**src/rtl/audio_i2s_stream_if_if.sv**
```systemverilog
// ----------------------------------------------------------------------------
// audio_i2s_stream_if_if
// Streaming side of the codec audio interface: stereo {left, right} frames.
//   adc_data / adc_valid / adc_ready : captured ADC frames towards the fabric
//   dac_data / dac_valid / dac_ready : DAC frames from the fabric
// Modports:
//   slave  : the audio interface block (sources ADC frames, sinks DAC frames)
//   master : the fabric side (consumes ADC frames, produces DAC frames)
// ----------------------------------------------------------------------------
interface audio_i2s_stream_if_if #(
    parameter int DATA_WIDTH = 16
);
    logic [2*DATA_WIDTH-1:0] adc_data;
    logic                    adc_valid;
    logic                    adc_ready;
    logic [2*DATA_WIDTH-1:0] dac_data;
    logic                    dac_valid;
    logic                    dac_ready;

    modport slave (
        output adc_data, adc_valid, dac_ready,
        input  adc_ready, dac_data, dac_valid
    );

    modport master (
        input  adc_data, adc_valid, dac_ready,
        output adc_ready, dac_data, dac_valid
    );
endinterface

```
**src/rtl/audio_i2s_stream_if.sv**
```systemverilog
// ----------------------------------------------------------------------------
// audio_i2s_stream_if
// Codec-side serial audio port (codec is bit-clock master). Deserialises ADC
// samples and serialises DAC samples, I2S or left-justified framing, with a
// stereo-frame FIFO on each direction.
// Ports:
//   clk_clk, reset_reset_n : system clock (>= 8x BCLK), async active-low reset
//   BCLK, ADCLRCK, ADCDAT  : codec ADC bus inputs (asynchronous to clk_clk)
//   DACLRCK, DACDAT        : codec DAC frame clock in, serial data out
//   strm                   : stream interface (slave modport)
//   adc_fill, dac_fill     : FIFO occupancies
//   adc_overflow           : sticky, ADC frame dropped on a full FIFO
//   dac_underflow          : sticky, DAC frame needed while FIFO empty
//   status_clear           : pulse clearing both sticky flags
// ----------------------------------------------------------------------------
module audio_i2s_stream_if #(
    parameter int DATA_WIDTH     = 16,
    parameter int FIFO_DEPTH     = 8,
    parameter int LEFT_JUSTIFIED = 0
) (
    input  logic                        clk_clk,
    input  logic                        reset_reset_n,
    input  logic                        BCLK,
    input  logic                        ADCLRCK,
    input  logic                        ADCDAT,
    input  logic                        DACLRCK,
    output logic                        DACDAT,
    audio_i2s_stream_if_if.slave        strm,
    output logic [$clog2(FIFO_DEPTH):0] adc_fill,
    output logic [$clog2(FIFO_DEPTH):0] dac_fill,
    output logic                        adc_overflow,
    output logic                        dac_underflow,
    input  logic                        status_clear
);
    localparam int FW = 2 * DATA_WIDTH;
    localparam int AW = $clog2(FIFO_DEPTH);
    localparam int CW = AW + 1;
    localparam int BW = $clog2(DATA_WIDTH + 1);
    localparam bit LJ = (LEFT_JUSTIFIED != 0);

    // ---------------- synchronisers and edge detection ----------------
    // bit 0 BCLK, bit 1 ADCLRCK, bit 2 DACLRCK, bit 3 ADCDAT (level only)
    logic [3:0] sync1_reg, sync2_reg;
    logic [2:0] sync3_reg;
    logic [2:0] rise, fall;

    always_ff @(posedge clk_clk or negedge reset_reset_n) begin
        if (!reset_reset_n) begin
            sync1_reg <= '0;
            sync2_reg <= '0;
            sync3_reg <= '0;
        end else begin
            sync1_reg <= {ADCDAT, DACLRCK, ADCLRCK, BCLK};
            sync2_reg <= sync1_reg;
            sync3_reg <= sync2_reg[2:0];
        end
    end

    assign rise = sync2_reg[2:0] & ~sync3_reg;
    assign fall = ~sync2_reg[2:0] & sync3_reg;

    logic bclk_rise, bclk_fall, adc_lr_edge, adc_lr_lvl, dac_lr_rise, dac_lr_fall, adc_bit;
    assign bclk_rise   = rise[0];
    assign bclk_fall   = fall[0];
    assign adc_lr_edge = rise[1] | fall[1];
    assign adc_lr_lvl  = sync2_reg[1];
    assign dac_lr_rise = rise[2];
    assign dac_lr_fall = fall[2];
    assign adc_bit     = sync2_reg[3];

    // ---------------- FIFOs: index 0 = ADC, 1 = DAC ----------------
    logic [1:0]    fifo_push, fifo_pop;
    logic [FW-1:0] fifo_wdata [2];
    logic [FW-1:0] fifo_head  [2];
    logic [CW-1:0] fifo_count [2];

    genvar gi;
    generate
        for (gi = 0; gi < 2; gi++) begin : g_fifo
            logic [FW-1:0] mem [FIFO_DEPTH];
            logic [AW-1:0] wr_ptr_reg, rd_ptr_reg;
            logic [CW-1:0] count_reg;
            logic          do_push, do_pop;

            // Full/empty come from the registered count only, so a push to a
            // full FIFO is lost even with a simultaneous pop, and a pop from
            // an empty FIFO returns zeros even with a simultaneous push.
            assign do_push = fifo_push[gi] && (count_reg != CW'(FIFO_DEPTH));
            assign do_pop  = fifo_pop[gi] && (count_reg != '0);

            always_ff @(posedge clk_clk) begin
                if (do_push) mem[wr_ptr_reg] <= fifo_wdata[gi];
            end

            always_ff @(posedge clk_clk or negedge reset_reset_n) begin
                if (!reset_reset_n) begin
                    wr_ptr_reg <= '0;
                    rd_ptr_reg <= '0;
                    count_reg  <= '0;
                end else begin
                    if (do_push) wr_ptr_reg <= wr_ptr_reg + 1'b1;
                    if (do_pop)  rd_ptr_reg <= rd_ptr_reg + 1'b1;
                    count_reg <= count_reg + CW'(do_push) - CW'(do_pop);
                end
            end

            // Head is read combinationally so it is valid the cycle the count
            // becomes non-zero; zeros whenever the FIFO is empty.
            assign fifo_head[gi]  = (count_reg != '0) ? mem[rd_ptr_reg] : '0;
            assign fifo_count[gi] = count_reg;
        end
    endgenerate

    // ---------------- ADC deserialiser ----------------
    typedef enum logic [1:0] {ADC_IDLE, ADC_SKIP, ADC_SHIFT, ADC_DONE} adc_state_t;

    adc_state_t            adc_state_reg, adc_state_next;
    logic [BW-1:0]         adc_cnt_reg, adc_cnt_next;
    logic [DATA_WIDTH-1:0] adc_sr_reg, adc_sr_next, adc_sr_shift;
    logic [DATA_WIDTH-1:0] adc_left_reg, adc_left_next;
    logic                  adc_right_reg, adc_right_next;
    logic                  adc_left_ok_reg, adc_left_ok_next;
    logic                  adc_push;

    assign adc_sr_shift = {adc_sr_reg[DATA_WIDTH-2:0], adc_bit};

    always_ff @(posedge clk_clk or negedge reset_reset_n) begin
        if (!reset_reset_n) begin
            adc_state_reg   <= ADC_IDLE;
            adc_cnt_reg     <= '0;
            adc_sr_reg      <= '0;
            adc_left_reg    <= '0;
            adc_right_reg   <= 1'b0;
            adc_left_ok_reg <= 1'b0;
        end else begin
            adc_state_reg   <= adc_state_next;
            adc_cnt_reg     <= adc_cnt_next;
            adc_sr_reg      <= adc_sr_next;
            adc_left_reg    <= adc_left_next;
            adc_right_reg   <= adc_right_next;
            adc_left_ok_reg <= adc_left_ok_next;
        end
    end

    // adc_left_ok marks a complete left channel in the current frame. Only a
    // right channel that follows one is pushed, so frames cut by reset or by a
    // premature LRCK edge never reach the FIFO.
    always_comb begin
        adc_state_next   = adc_state_reg;
        adc_cnt_next     = adc_cnt_reg;
        adc_sr_next      = adc_sr_reg;
        adc_left_next    = adc_left_reg;
        adc_right_next   = adc_right_reg;
        adc_left_ok_next = adc_left_ok_reg;
        adc_push         = 1'b0;
        if (adc_lr_edge) begin
            adc_state_next = LJ ? ADC_SHIFT : ADC_SKIP;
            adc_cnt_next   = '0;
            adc_sr_next    = '0;
            adc_right_next = adc_lr_lvl;
            if (!adc_lr_lvl) adc_left_ok_next = 1'b0;
        end else if (bclk_rise) begin
            case (adc_state_reg)
                ADC_SKIP: adc_state_next = ADC_SHIFT;
                ADC_SHIFT: begin
                    adc_sr_next  = adc_sr_shift;
                    adc_cnt_next = adc_cnt_reg + 1'b1;
                    if (adc_cnt_reg == BW'(DATA_WIDTH - 1)) begin
                        adc_state_next = ADC_DONE;
                        if (adc_right_reg) begin
                            adc_push         = adc_left_ok_reg;
                            adc_left_ok_next = 1'b0;
                        end else begin
                            adc_left_next    = adc_sr_shift;
                            adc_left_ok_next = 1'b1;
                        end
                    end
                end
                default: ;
            endcase
        end
    end

    // ---------------- DAC serialiser ----------------
    logic [DATA_WIDTH-1:0] dac_sr_reg, dac_sr_next;
    logic [DATA_WIDTH-1:0] dac_right_hold_reg, dac_right_hold_next;
    logic [DATA_WIDTH-1:0] dac_load_word;
    logic [BW-1:0]         dac_cnt_reg, dac_cnt_next;
    logic                  dac_out_reg, dac_out_next;

    always_ff @(posedge clk_clk or negedge reset_reset_n) begin
        if (!reset_reset_n) begin
            dac_sr_reg         <= '0;
            dac_right_hold_reg <= '0;
            dac_cnt_reg        <= '0;
            dac_out_reg        <= 1'b0;
        end else begin
            dac_sr_reg         <= dac_sr_next;
            dac_right_hold_reg <= dac_right_hold_next;
            dac_cnt_reg        <= dac_cnt_next;
            dac_out_reg        <= dac_out_next;
        end
    end

    // dac_cnt counts bits still to be driven. Left-justified puts the MSB out
    // on the LRCK edge itself; I2S waits for the next BCLK fall.
    always_comb begin
        dac_sr_next         = dac_sr_reg;
        dac_right_hold_next = dac_right_hold_reg;
        dac_cnt_next        = dac_cnt_reg;
        dac_out_next        = dac_out_reg;
        dac_load_word       = '0;
        if (dac_lr_fall || dac_lr_rise) begin
            if (dac_lr_fall) begin
                dac_load_word       = fifo_head[1][FW-1:DATA_WIDTH];
                dac_right_hold_next = fifo_head[1][DATA_WIDTH-1:0];
            end else begin
                dac_load_word = dac_right_hold_reg;
            end
            if (LJ) begin
                dac_out_next = dac_load_word[DATA_WIDTH-1];
                dac_sr_next  = {dac_load_word[DATA_WIDTH-2:0], 1'b0};
                dac_cnt_next = BW'(DATA_WIDTH - 1);
            end else begin
                dac_sr_next  = dac_load_word;
                dac_cnt_next = BW'(DATA_WIDTH);
            end
        end else if (bclk_fall) begin
            if (dac_cnt_reg != '0) begin
                dac_out_next = dac_sr_reg[DATA_WIDTH-1];
                dac_sr_next  = {dac_sr_reg[DATA_WIDTH-2:0], 1'b0};
                dac_cnt_next = dac_cnt_reg - 1'b1;
            end else begin
                dac_out_next = 1'b0;
            end
        end
    end

    assign DACDAT = dac_out_reg;

    // ---------------- streaming and status ----------------
    assign fifo_push[0]  = adc_push;
    assign fifo_wdata[0] = {adc_left_reg, adc_sr_shift};
    assign fifo_pop[0]   = strm.adc_valid && strm.adc_ready;
    assign fifo_push[1]  = strm.dac_valid && strm.dac_ready;
    assign fifo_wdata[1] = strm.dac_data;
    assign fifo_pop[1]   = dac_lr_fall;

    assign strm.adc_valid = (fifo_count[0] != '0);
    assign strm.adc_data  = fifo_head[0];
    assign strm.dac_ready = (fifo_count[1] != CW'(FIFO_DEPTH));
    assign adc_fill       = fifo_count[0];
    assign dac_fill       = fifo_count[1];

    logic adc_drop, dac_starve;
    assign adc_drop   = fifo_push[0] && (fifo_count[0] == CW'(FIFO_DEPTH));
    assign dac_starve = fifo_pop[1] && (fifo_count[1] == '0);

    always_ff @(posedge clk_clk or negedge reset_reset_n) begin
        if (!reset_reset_n) begin
            adc_overflow  <= 1'b0;
            dac_underflow <= 1'b0;
        end else begin
            if (adc_drop)          adc_overflow <= 1'b1;
            else if (status_clear) adc_overflow <= 1'b0;
            if (dac_starve)        dac_underflow <= 1'b1;
            else if (status_clear) dac_underflow <= 1'b0;
        end
    end
endmodule

```
**src/flat_wrapper.sv**
```systemverilog
// flat-port wrapper written by rule: the top's interface ports become plain ports
module audio_i2s_stream_if_flat 
#(
    parameter int DATA_WIDTH     = 16,
    parameter int FIFO_DEPTH     = 8,
    parameter int LEFT_JUSTIFIED = 0
)
  (clk_clk, reset_reset_n, BCLK, ADCLRCK, ADCDAT, DACLRCK, DACDAT, adc_fill, dac_fill, adc_overflow, dac_underflow, status_clear, strm_adc_data, strm_adc_valid, strm_dac_ready, strm_adc_ready, strm_dac_data, strm_dac_valid);
  audio_i2s_stream_if_if #(.DATA_WIDTH(DATA_WIDTH)) strm_i ();
  input  logic clk_clk;
  input  logic reset_reset_n;
  input  logic BCLK;
  input  logic ADCLRCK;
  input  logic ADCDAT;
  input  logic DACLRCK;
  output logic DACDAT;
  output logic [$clog2(FIFO_DEPTH):0] adc_fill;
  output logic [$clog2(FIFO_DEPTH):0] dac_fill;
  output logic adc_overflow;
  output logic dac_underflow;
  input  logic status_clear;
  output wire logic [$bits(strm_i.adc_data)-1:0] strm_adc_data;
  output wire logic [$bits(strm_i.adc_valid)-1:0] strm_adc_valid;
  output wire logic [$bits(strm_i.dac_ready)-1:0] strm_dac_ready;
  input wire logic [$bits(strm_i.adc_ready)-1:0] strm_adc_ready;
  input wire logic [$bits(strm_i.dac_data)-1:0] strm_dac_data;
  input wire logic [$bits(strm_i.dac_valid)-1:0] strm_dac_valid;
  assign strm_adc_data = strm_i.adc_data;
  assign strm_adc_valid = strm_i.adc_valid;
  assign strm_dac_ready = strm_i.dac_ready;
  assign strm_i.adc_ready = strm_adc_ready;
  assign strm_i.dac_data = strm_dac_data;
  assign strm_i.dac_valid = strm_dac_valid;
  audio_i2s_stream_if #(.DATA_WIDTH(DATA_WIDTH), .FIFO_DEPTH(FIFO_DEPTH), .LEFT_JUSTIFIED(LEFT_JUSTIFIED)) u_core (.clk_clk(clk_clk), .reset_reset_n(reset_reset_n), .BCLK(BCLK), .ADCLRCK(ADCLRCK), .ADCDAT(ADCDAT), .DACLRCK(DACLRCK), .DACDAT(DACDAT), .strm(strm_i), .adc_fill(adc_fill), .dac_fill(dac_fill), .adc_overflow(adc_overflow), .dac_underflow(dac_underflow), .status_clear(status_clear));
endmodule
```
**config.mk**
```make
export PLATFORM = sky130hd
export DESIGN_NAME = audio_i2s_stream_if_flat
export DESIGN_NICKNAME = d
export VERILOG_FILES = /design/src/rtl/audio_i2s_stream_if_if.sv /design/src/rtl/audio_i2s_stream_if.sv /design/src/flat_wrapper.sv
export SDC_FILE = /design/constraint.sdc
export NUM_CORES = 1
export LEC_CHECK = 0
export ABC_AREA = 1
export ABC_CLOCK_PERIOD_IN_PS = 7400
export BUFFER_PORTS_ARGS = -buffer_cell sky130_fd_sc_hd__buf_2
export CAP_MARGIN = 10
export CORE_MARGIN = 4
export CORE_UTILIZATION = 60
export CTS_CLUSTER_SIZE = 10
export DETAILED_ROUTE_END_ITERATION = 6
export PLACE_DENSITY = 0.76
export SETUP_SLACK_MARGIN = 0.15
export SYNTH_ARGS = -nofsm -noshare
export SYNTH_HDL_FRONTEND = slang
export SYNTH_SLANG_ARGS = --single-unit
```
**constraint.sdc**
```tcl
create_clock -name clk_clk -period 7.4 [get_ports clk_clk]
set_clock_uncertainty 0.05 [all_clocks]
set_input_delay 0.37 -clock clk_clk [delete_from_list [all_inputs] [get_ports clk_clk]]
set_output_delay 0.37 -clock clk_clk [all_outputs]
set_load 0.005 [all_outputs]
```
==> impl_results.md, run 1 <==
- Endpoints failing setup: 0
- Dpl cells: roughly 2700
- Asr flop ratio synth: 0.178
- Worst Path Required: approximately 7000 ps
- Setup TNS: 0 ps
- Final hold vios: 0
- GRT overflow: 0
- First-pass GRT wire length: 86900 um
- Cells after synthesis: about 2200
- Final #Nets: 2322
- DIE WIDTH: 215 um
- Core area: roughly 0.042 mm^2
- Number of global-route vias before repair: 16600
- Synth top cells by count: edfxtp_1 (512), nor2_1 (377), nand2_1 (339)
- WL per Instance: a little under 20 um
- RSZ-0062 raised after global routing: false
- Site row count: 75
- CTS root buf: clkbuf_16
- Ys flop type: edfxtp_1
- Power per standard cell area: about 360 mW/mm^2
- Mapped Area: approximately 0.026 mm^2
- Max clock buf depth: 3
- Crit path arrival time: around 3100 ps
- WL final: between 50000 and 60000 um
- Vias per Instance: 5.70
- Crit path top cell by count: nor2_1
- Starting Density: 0.609
- Number of DRC markers after the initial detailed-route iteration: approximately 1400
- Hold Crit Class: in2reg
- Crit path largest cell delay: approximately 690 ps
- Final Non-Filler Cells: ~2900
- IO Port Bufs: between 80 and 90
- Largest net degree at the start of global routing: 130
- Leading area contributor after synthesis: edfxtp_1
- Final cell utilization of the core: 0.679
- Seq cells post-synth: between 600 and 700
- Die span in y: 215 um
- YS warnings: 0
- Worst slew pin tran: ~1300 ps
- Highest clock rate: 287 MHz
- Worst Setup Path Type: reg2out
- GR Util All Layers: 0.238
- Ratio of cells with drive above 1 in the final layout: 0.0998
- CTS tree: done
- Max reg flops: 512
- HPWL Detailed: between 20000 and 30000 um
- Synth top area cells: edfxtp_1 (60%), dfrtp_1 (11%), nor2_1 (5.5%)
- Die ar.: roughly 0.046 mm^2
- Most frequent cell after synthesis: edfxtp_1
- Total CTS buffers: 72
- Worst setup EP type: output port
- Global placer's final weighted congestion: 0.827
- Area grow syn2layout: 11.5%
- Number of synthesized flops with an enable pin: slightly above 500
- DRC violations left: 0
- Most flops, register: u_core.g_fifo.mem
- Reg2Reg Setup Slack: 4450 ps
- # clock sinks: ~620
- Area of the multi-input gates: between 0.006 and 0.007 mm^2
- Status: finished, final reports clean
- Max_cap viols: 0
- Clock slew at reported path FFs: 60 ps
- Routed Antenna Nets: 0
- Register area share after synthesis: 0.708
- Fin. max-slew vios: 0
- Vias post-DR: around 16000
- CP cell instances: clkinv_2 -> buf_4 -> o21ai_0 -> o22ai_1 -> nor2_1 -> nor2_1 -> buf_2
- Reg area: about 0.018 mm^2
- Tot Pwr: 0.0104 W
- IO Pins: 86
- Maximum vdd drop: between 0.2 and 0.3 mV
- Top-area cell type share of the netlist area: 0.600
- Crit-path max FO: 74
- Slew HR: 0.151
- H-tree levels: 3
- Synth Net Count: roughly 2300
- # fillers: approximately 2900
- Min Tclk post-route: 3480 ps
- Synth Area per Inst: ~12 um^2
- Drt pass-1 iters: 5
- Critical Path Start Type: flip-flop
- Synth cell types: 37
- Crit share post-route: 0.470
- Initial antenna violation count: 1
- Clock Latency Late Sink: 600 ps
- Worst path slowest cell: buf_4
- Leakage power: 10.7 nW
## metal layers
metal,routed length (um),track usage,vias up
met5,0,0,-
met4,1710,0.0996,0
met3,3640,0.0393,117
met2,29000,0.431,608
met1,20700,0.284,7906
li1,-,-,7645
## stage by stage
step / instance area (um^2) / hold slack, ps / worst slack, ps
finish: 28600 / 17.6 / 3920
global route: 28600 / 7.96 / 3700
CTS: 28600 / 1.89 / 3870
detailed placement: 26100 / 285 / 4410
global placement: 26100 / 282 / 4480
floorplan: 25600 / 24.4 / 4250
## report_power, final
| group | total (W) | leakage [nW] | internal, W | switching [W] |
|---|---|---|---|---|
| logic | 0.00277 | 3.83 | 0.000890 | 0.00188 |
| registers | 0.00438 | 5.86 | 0.00415 | 0.000235 |
| clock network | 0.00321 | 1.01 | 0.00187 | 0.00134 |
## final cells by class
cell class / instances / area share
antenna: 1 / 0.0000876
clock buffer: 127 / 0.0714
clock inverter: 6 / 0.00276
inverter: 162 / 0.0214
multi-input combinational: 1257 / 0.212
sequential: 623 / 0.636
tap: 539 / 0.0236
timing repair buffer: 140 / 0.0324
## kinds of logic (layout without fill, tap and decap cells)
| kind of cell | Yosys count | after routing | synth area share |
|---|---|---|---|
| AND/OR/NAND/NOR | 855 | 855 | 0.135 |
| AO/OA/AOI/OAI | 367 | 367 | 0.0809 |
| other | 0 | 1 | 0 |
| adder cells (fa/ha/maj) | 25 | 25 | 0.0128 |
| XOR/XNOR | 10 | 10 | 0.00342 |
| flip-flops | 623 | 623 | 0.708 |
| buffers and inverters | 310 | 435 | 0.0591 |
## repair_timing
| item | 4_1_cts | 5_1_grt |
|---|---|---|
| setup buffers | 0 | 0 |
| gates resized for setup | 0 | 0 |
| hold buffers | 34 | 0 |
| hold endpoints to repair | 273 | 0 |
## final timing paths
path / cells past startpoint / startpoint / to
worst max-delay path: 7 / u_core.g_fifo[0].rd_ptr_reg[0]$_DFFE_PN0P_ / strm_adc_data[7]
worst min-delay path: 4 / strm_dac_valid / u_core.g_fifo[1].wr_ptr_reg[0]$_DFFE_PN0P_
worst max register to register: 9 / u_core.g_fifo[1].rd_ptr_reg[0]$_DFFE_PN0P_ / u_core.dac_sr_reg[5]$_DFFE_PN0P_
worst min register to register: 0 / u_core.sync1_reg[3]$_DFF_PN0_ / u_core.sync2_reg[3]$_DFF_PN0_
max in group asynchronous: 3 / reset_reset_n / u_core.g_fifo[0].rd_ptr_reg[0]$_DFFE_PN0P_
min in group asynchronous: 2 / reset_reset_n / u_core.g_fifo[1].wr_ptr_reg[2]$_DFFE_PN0P_
## worst max-delay path: cells and delay by family, from the launching register on
family          cells  cell delay [ps]
simple gates        2              290
flops               1              480
buf+inv             3             1350
compound gates      2              310
## layout by cell type (no fill, tap or decap), types with 16 or more instances in the layout
cell type,count
inv_1,152
o22ai_1,51
buf_2,84
clkbuf_16,73
dlygate4sd3_1,34
o21ai_0,204
clkbuf_1,53
edfxtp_1,512
a21oi_1,25
ha_1,23
nand2_1,339
nor2_1,364
nand3_1,118
buf_4,22
o21ai_1,18
nor2_4,16
o211ai_1,66
dfrtp_1,105
Note: power is estimated with default switching activity, not from simulation.
==> run 2, diff against run 1 <==
ABC_CLOCK_PERIOD_IN_PS = 3400   (was 7400)
clock period = 3.4 ns   (was 7.4 ns; I/O delays follow)
==> run 2 against run 1 <==
  * Sequential cell count unchanged
  * Final cell count rose by 0.70%
  * Worst setup slack worse by 3500 ps
  * Non-clock buffer count increased by 26
  * Global-route usage grew 0.76 points
  * First-iteration DRC count up 4.9%
  * Sequential power up 120%
  * Wire length is 2.9% higher
  * Final area rose by 0.97%
  * Register-to-register slack worse by 3700 ps
  * Combinational power grew 130%
==> impl_results.md, run 2 (synthesized netlist as in run 1, its figures left out) <==
- Crit-path max FO: 24 (-68%)
- Endpoints failing setup: 0 (unchanged)
- GR Util All Layers: 0.246 (+0.00764)
- Power per standard cell area: 785 mW/mm^2 (+120%)
- Die span in y: 215 um (unchanged)
- H-tree levels: 3 (unchanged)
- Worst setup EP type: output port
- DIE WIDTH: 215 um (unchanged)
- WL final: 56700 um (+2.9%)
- Fin. max-slew vios: 0 (unchanged)
- Global placer's final weighted congestion: 0.806 (-2.6%)
- Design area: 0.0288 mm^2 (+0.97%)
- CTS root buf: clkbuf_16
- Final #Nets: 2348 (+1.1%)
- Max reg flops: 512 (unchanged)
- Status: finished, final reports clean
- Number of DRC markers after the initial detailed-route iteration: 1470 (+4.9%)
- # clock sinks: 623 (unchanged)
- Core area: 0.0420 mm^2 (unchanged)
- Hold slack: 81.1 ps (+63.5 ps)
- Crit path arrival time: 2730 ps (-330 ps)
- First-pass GRT wire length: 90200 um (+3.8%)
- Antenna diode count: 0 (-1)
- Number of global-route vias before repair: 17000 (+2.6%)
- Initial antenna violation count: 1 (unchanged)
- CTS tree: done
- Starting Density: 0.609 (unchanged)
- Worst Path Required: 3180 ps (-3800 ps)
- IO Pins: 86 (unchanged)
- Site row count: 75 (unchanged)
- Dpl cell area: 0.0263 mm^2 (+0.91%)
- Worst path slowest cell: dfrtp_2
- RSZ-0062 raised after global routing: false
- Max clock buf depth: 3 (unchanged)
- Commonest non-fill, non-tap cells in the layout: edfxtp_1 (512), nor2_1 (364), nand2_1 (339)
- Crit share post-route: 0.868
- HPWL Detailed: 31600 um (+7.7%)
- Leakage power: 10.7 nW (+0.36%)
- Hold Crit Class: in2async
- Critical Path Start Type: flip-flop
- # Post-CTS Setup Buffers: 0 (unchanged)
- Total CTS buffers: 72 (unchanged)
- Reg2Reg Setup Slack: 800 ps (-3650 ps)
- CP cell instances: inv_1 -> buf_4 -> o21ai_0 -> o22ai_1 -> nor2_1 -> nor2_1 -> buf_2
- Largest net degree at the start of global routing: 133 (+2.3%)
- Area grow syn2layout: 12.6%
- Vias per Instance: 5.75 (+0.87%)
- Most flops, register: u_core.g_fifo.mem
- Worst Setup Path Type: reg2out
- # fillers: 2867 (-1.3%)
- Highest clock rate: 339 MHz
- Max_cap viols: 0 (unchanged)
- R2r startpoint: u_core.adc_cnt_reg[0]$_DFFE_PN0P_
- Setup TNS: 0 ps (unchanged)
- Vias post-DR: 16500 (+1.6%)
- Routed Antenna Nets: 0 (unchanged)
- Slew HR: 0.318 (+0.167)
- Clock Latency Late Sink: 580 ps (-20 ps)
- Most common cell after layout, fill and taps aside: edfxtp_1
- Crit path largest cell delay: 590 ps (-100 ps)
- Min Tclk post-route: between 2000 and 3000 ps
- Reg2Reg Depth: 11 (+2)
- WL per Instance: 19.7 um (+2.2%)
- Worst slew pin tran: 1020 ps (-250 ps)
- IO Port Bufs: 85 (unchanged)
- Maximum vdd drop: 0.623 mV (+120%)
- Crit path top cell by count: nor2_1
- Crit Reg-Reg Endpoint: u_core.g_fifo[0].mem[3][26]$_DFFE_PP_
- Ratio of cells with drive above 1 in the final layout: 0.106 (+0.00638)
- GRT overflow: 0 (unchanged)
- Clock slew at reported path FFs: 60 ps (about the same)
- Final hold vios: 0 (unchanged)
- Die ar.: 0.0461 mm^2 (unchanged)
- Post-CTS resize count: 0 (unchanged)
- DRC violations left: 0 (unchanged)
- Drt pass-1 iters: 6 (+1)
## run 2: changes by cell type in the layout (fill, tap and decap cells not counted), sizes merged
| cell | before | now |
|---|---|---|
| buf | 106 | 126 |
| clkbuf | 127 | 124 |
| clkinv | 5 | 4 |
| diode | 1 | 0 |
| dlygate4sd3 | 34 | 40 |
| inv | 163 | 162 |
## run 2: where the power goes
| group | internal (W) | switching, W |
|---|---|---|
| Combinational | 0.00201 | 0.00427 |
| Sequential | 0.00903 | 0.000418 |
| Clock | 0.00411 | 0.00280 |
| Total | 0.0152 | 0.00749 |
## run 2: cell type report
| type | count | area [um^2] | share of cell area |
|---|---|---|---|
| flip-flops and latches | 623 | 18200 | 0.630 |
| multi-input cells | 1257 | 6070 | 0.210 |
| clock buffers | 124 | 2070 | 0.0718 |
| repair buffers | 166 | 1220 | 0.0424 |
| well taps | 539 | 674 | 0.0234 |
| inverters | 162 | 612 | 0.0212 |
| clock inverters | 4 | 30.0 | 0.00104 |
## run 2: repair_timing
item / in CTS / in global routing
endpoints found under the setup margin: 0 / 0
hold endpoints to repair: 305 / 0
hold buffers: 40 / 0
## run 2: how the worst max path moves through the flow
stage | from | slack (ps) | end
2_1_floorplan | u_core.adc_cnt_reg[0]$_DFFE_PN0P_ | 250 | u_core.g_fifo[0].mem[1][0]$_DFFE_PP_
3_3_place_gp | u_core.adc_cnt_reg[0]$_DFFE_PN0P_ | 820 | u_core.g_fifo[0].mem[4][17]$_DFFE_PP_
3_5_place_dp | u_core.adc_cnt_reg[0]$_DFFE_PN0P_ | 780 | u_core.g_fifo[0].mem[4][19]$_DFFE_PP_
4_1_cts | u_core.g_fifo[0].rd_ptr_reg[1]$_DFFE_PN0P_ | 450 | strm_adc_data[15]
5_1_grt | u_core.g_fifo[0].rd_ptr_reg[1]$_DFFE_PN0P_ | 320 | strm_adc_data[15]
6_report | u_core.g_fifo[0].rd_ptr_reg[1]$_DFFE_PN0P_ | 450 | strm_adc_data[15]
## run 2: layer usage
metal,share of wire,vias up,track usage,wire length [um]
met5,0,-,0,0
met4,0.027,0,0.0906,1520
met3,0.067,113,0.0366,3810
met2,0.52,661,0.438,29700
met1,0.38,8070,0.307,21600
li1,-,7689,-,-
## run 2: critical path, delay by kind of cell, from the launching register on
kind	cells	cell delay (ps)
AOI/OAI and AO/OA	2	350
buffers and inverters	3	950
DFF	1	590
and+or+nand+nor	2	260
## run 2: per-stage QoR
stage,setup WS (ps),util,power [W],cells
finish,449,0.686,0.0226,2875
global placement,816,0.627,0.0156,2707
global route,322,0.686,0.0239,2875
CTS,445,0.686,0.0228,2875
detailed placement,782,0.627,0.0158,2707
floorplan,252,-,0.0143,2190
==> run 3, diff against run 2 <==
CORE_ASPECT_RATIO = 1.75   (was not set)
==> run 3 against run 2 <==
  * Clock-buffer cell count down 9
  * Non-clock buffer count down 2
  * Combinational power about the same
  * Via count up 0.76%
  * Critical path type unchanged
==> impl_results.md, run 3 (synthesized netlist as in run 1, its figures left out) <==
- Top layer reached by signal wires: met4
- Most common cell after layout, fill and taps aside: edfxtp_1
- Min Tclk post-route: 2900 ps (-55.5 ps)
- CP cell instances: buf_4 -> o21ai_0 -> o211ai_1 -> nand2_1 -> nor2_1 -> buf_2
- # clock sinks: 623 (unchanged)
- Die span in y: 281 um (+31%)
- Max reg flops: 512 (unchanged)
- Worst Setup Path Type: reg2out
- Metal-1 WL: 20300 um (-6.3%)
- Worst path slowest cell: buf_4
- Worst setup EP type: output port
- Power per standard cell area: 786 mW/mm^2 (+0.15%)
- Die ar.: 0.0462 mm^2 (+0.28%)
- WL per Instance: 20.3 um (+3.1%)
- Area grow syn2layout: 12.4%
- Max_cap viols: 0 (unchanged)
- H-tree levels: 3 (unchanged)
- DRC violations left: 0 (unchanged)
- WL met3: 3200 um (-16%)
- Status: finished, final reports clean
- Clock Latency Late Sink: 590 ps (about the same)
- Hold Crit Class: in2reg
- Setup TNS: 0 ps (unchanged)
- Largest net degree at the start of global routing: 133 (unchanged)
- WL final: 58600 um (+3.3%)
- CP bufs+invs: 2 (-1)
- Slew HR: 0.288 (-0.0307)
- Fin. max-slew vios: 0 (unchanged)
- Routed Antenna Nets: 0 (unchanged)
- Core area: 0.0420 mm^2 (-0.12%)
- Number of DRC markers after the initial detailed-route iteration: 1394 (-5.2%)
- Site row count: 99 (+32%)
- Starting Density: 0.610 (+0.000708)
- Hold slack: 177 ps (+95.5 ps)
- HPWL Detailed: 33500 um (+6.1%)
- Max clock buf depth: 3 (unchanged)
- Crit share post-route: 0.852 (-0.0163)
- Highest clock rate: 345 MHz (+1.9%)
- Critical Path Start Type: flip-flop
- Largest delay share family, worst path: buffers and inverters
- IO Pins: 86 (unchanged)
- Drt pass-1 iters: 5 (-1)
- First-pass GRT wire length: 89900 um (-0.34%)
- Endpoints failing setup: 0 (unchanged)
- Final cell utilization of the core: 0.686 (about the same)
- Final hold vios: 0 (unchanged)
- DIE WIDTH: 164 um (-23%)
- PnR worst setup slack: 504 ps (+55.5 ps)
- GRT overflow: 0 (unchanged)
- Antenna diode count: 0 (unchanged)
- Total CTS buffers: 72 (unchanged)
- Number of global-route vias before repair: 16900 (-0.85%)
- Post-CTS resize count: 0 (unchanged)
- Cts-stage hold buffer count: 40 (unchanged)
- Crit path largest cell delay: 720 ps (+130 ps)
- Crit-path max FO: 97 (+300%)
- IO Port Bufs: 85 (unchanged)
- CTS root buf: clkbuf_16
- Initial antenna violation count: 0 (-1)
- Most flops, register: u_core.g_fifo.mem
- CTS tree: done
- Vias per Instance: 5.78 (+0.58%)
- Leakage power: 10.7 nW (-0.24%)
- Vias post-DR: 16700 (+0.76%)
- Commonest non-fill, non-tap cells in the layout: edfxtp_1 (512), nor2_1 (365), nand2_1 (339)
- Worst Path Required: 3180 ps (about the same)
- Final #Nets: 2346 (-0.085%)
- Crit path arrival time: 2680 ps (-50 ps)
- GR Util All Layers: 0.254 (+0.00866)
- Ratio of cells with drive above 1 in the final layout: 0.105 (-0.000788)
- Tot Pwr: 0.0226 W (about the same)
- # Post-CTS Setup Buffers: 0 (unchanged)
- RSZ-0062 raised after global routing: false
- Worst slew pin tran: 1070 ps (+47.1 ps)
- Wire length on met2: 32700 um (+10%)
- Clock slew at reported path FFs: 60 ps (about the same)
- Maximum vdd drop: 0.706 mV (+13%)
- Worst slack, placed: 727 ps (-54.9 ps)
- Global placer's final weighted congestion: 0.812 (+0.73%)
==> run 3: changes by cell type in the layout (fill, tap and decap cells not counted), sizes merged <==
cell,previous run,this run
clkbuf,124,115
buf,126,124
clkinv,4,3
inv,162,163
==> run 3: worst reg2reg max path: cells and delay by family (launching register included) <==
kind / cells / cell delay, ps
buf+inv: 3 / 670
fa+ha+maj: 2 / 360
simple gates: 6 / 830
flops: 1 / 390
==> run 3: power breakdown <==
| part | internal (W) | switching, W | total [W] |
|---|---|---|---|
| Sequential | 0.00903 | 0.000462 | 0.00949 |
| Clock | 0.00406 | 0.00280 | 0.00686 |
| Combinational | 0.00204 | 0.00426 | 0.00630 |
| Total | 0.0151 | 0.00752 | 0.0226 |
==> run 3: path summary, 6_finish.rpt <==
path	end	from	depth (start not counted)	slack [ps]
setup / recovery	strm_adc_data[12]	u_core.g_fifo[0].rd_ptr_reg[1]$_DFFE_PN0P_	6	500
hold / removal	u_core.sync1_reg[2]$_DFF_PN0_	DACLRCK	2	180
setup reg to reg	u_core.g_fifo[0].mem[3][0]$_DFFE_PP_	u_core.adc_cnt_reg[0]$_DFFE_PN0P_	11	680
hold reg to reg	u_core.sync2_reg[3]$_DFF_PN0_	u_core.sync1_reg[3]$_DFF_PN0_	0	300
max in group asynchronous	u_core.g_fifo[1].rd_ptr_reg[1]$_DFFE_PN0P_	reset_reset_n	3	2200
min in group asynchronous	u_core.sync1_reg[0]$_DFF_PN0_	reset_reset_n	2	190
==> run 3: through the flow <==
stage	cells	area, um^2
2_1_floorplan	2190	25600
3_3_place_gp	2721	26300
3_5_place_dp	2721	26300
4_1_cts	2880	28800
5_1_grt	2880	28800
6_report	2880	28800
==> run 3: layout make-up <==
cell class                 count  area, um^2
clock buffer                 115        2030
clock inverter                 4        35.0
fill                        2869       13200
inverter                     162         612
multi-input combinational   1257        6060
sequential                   623       18200
tap                          555         694
timing repair buffer         164        1200
==> run 3: metal layers <==
metal | GRT usage | vias to the layer above
li1 | - | 7683
met1 | 0.275 | 8147
met2 | 0.483 | 654
met3 | 0.0319 | 174
met4 | 0.125 | 0
met5 | 0 | -
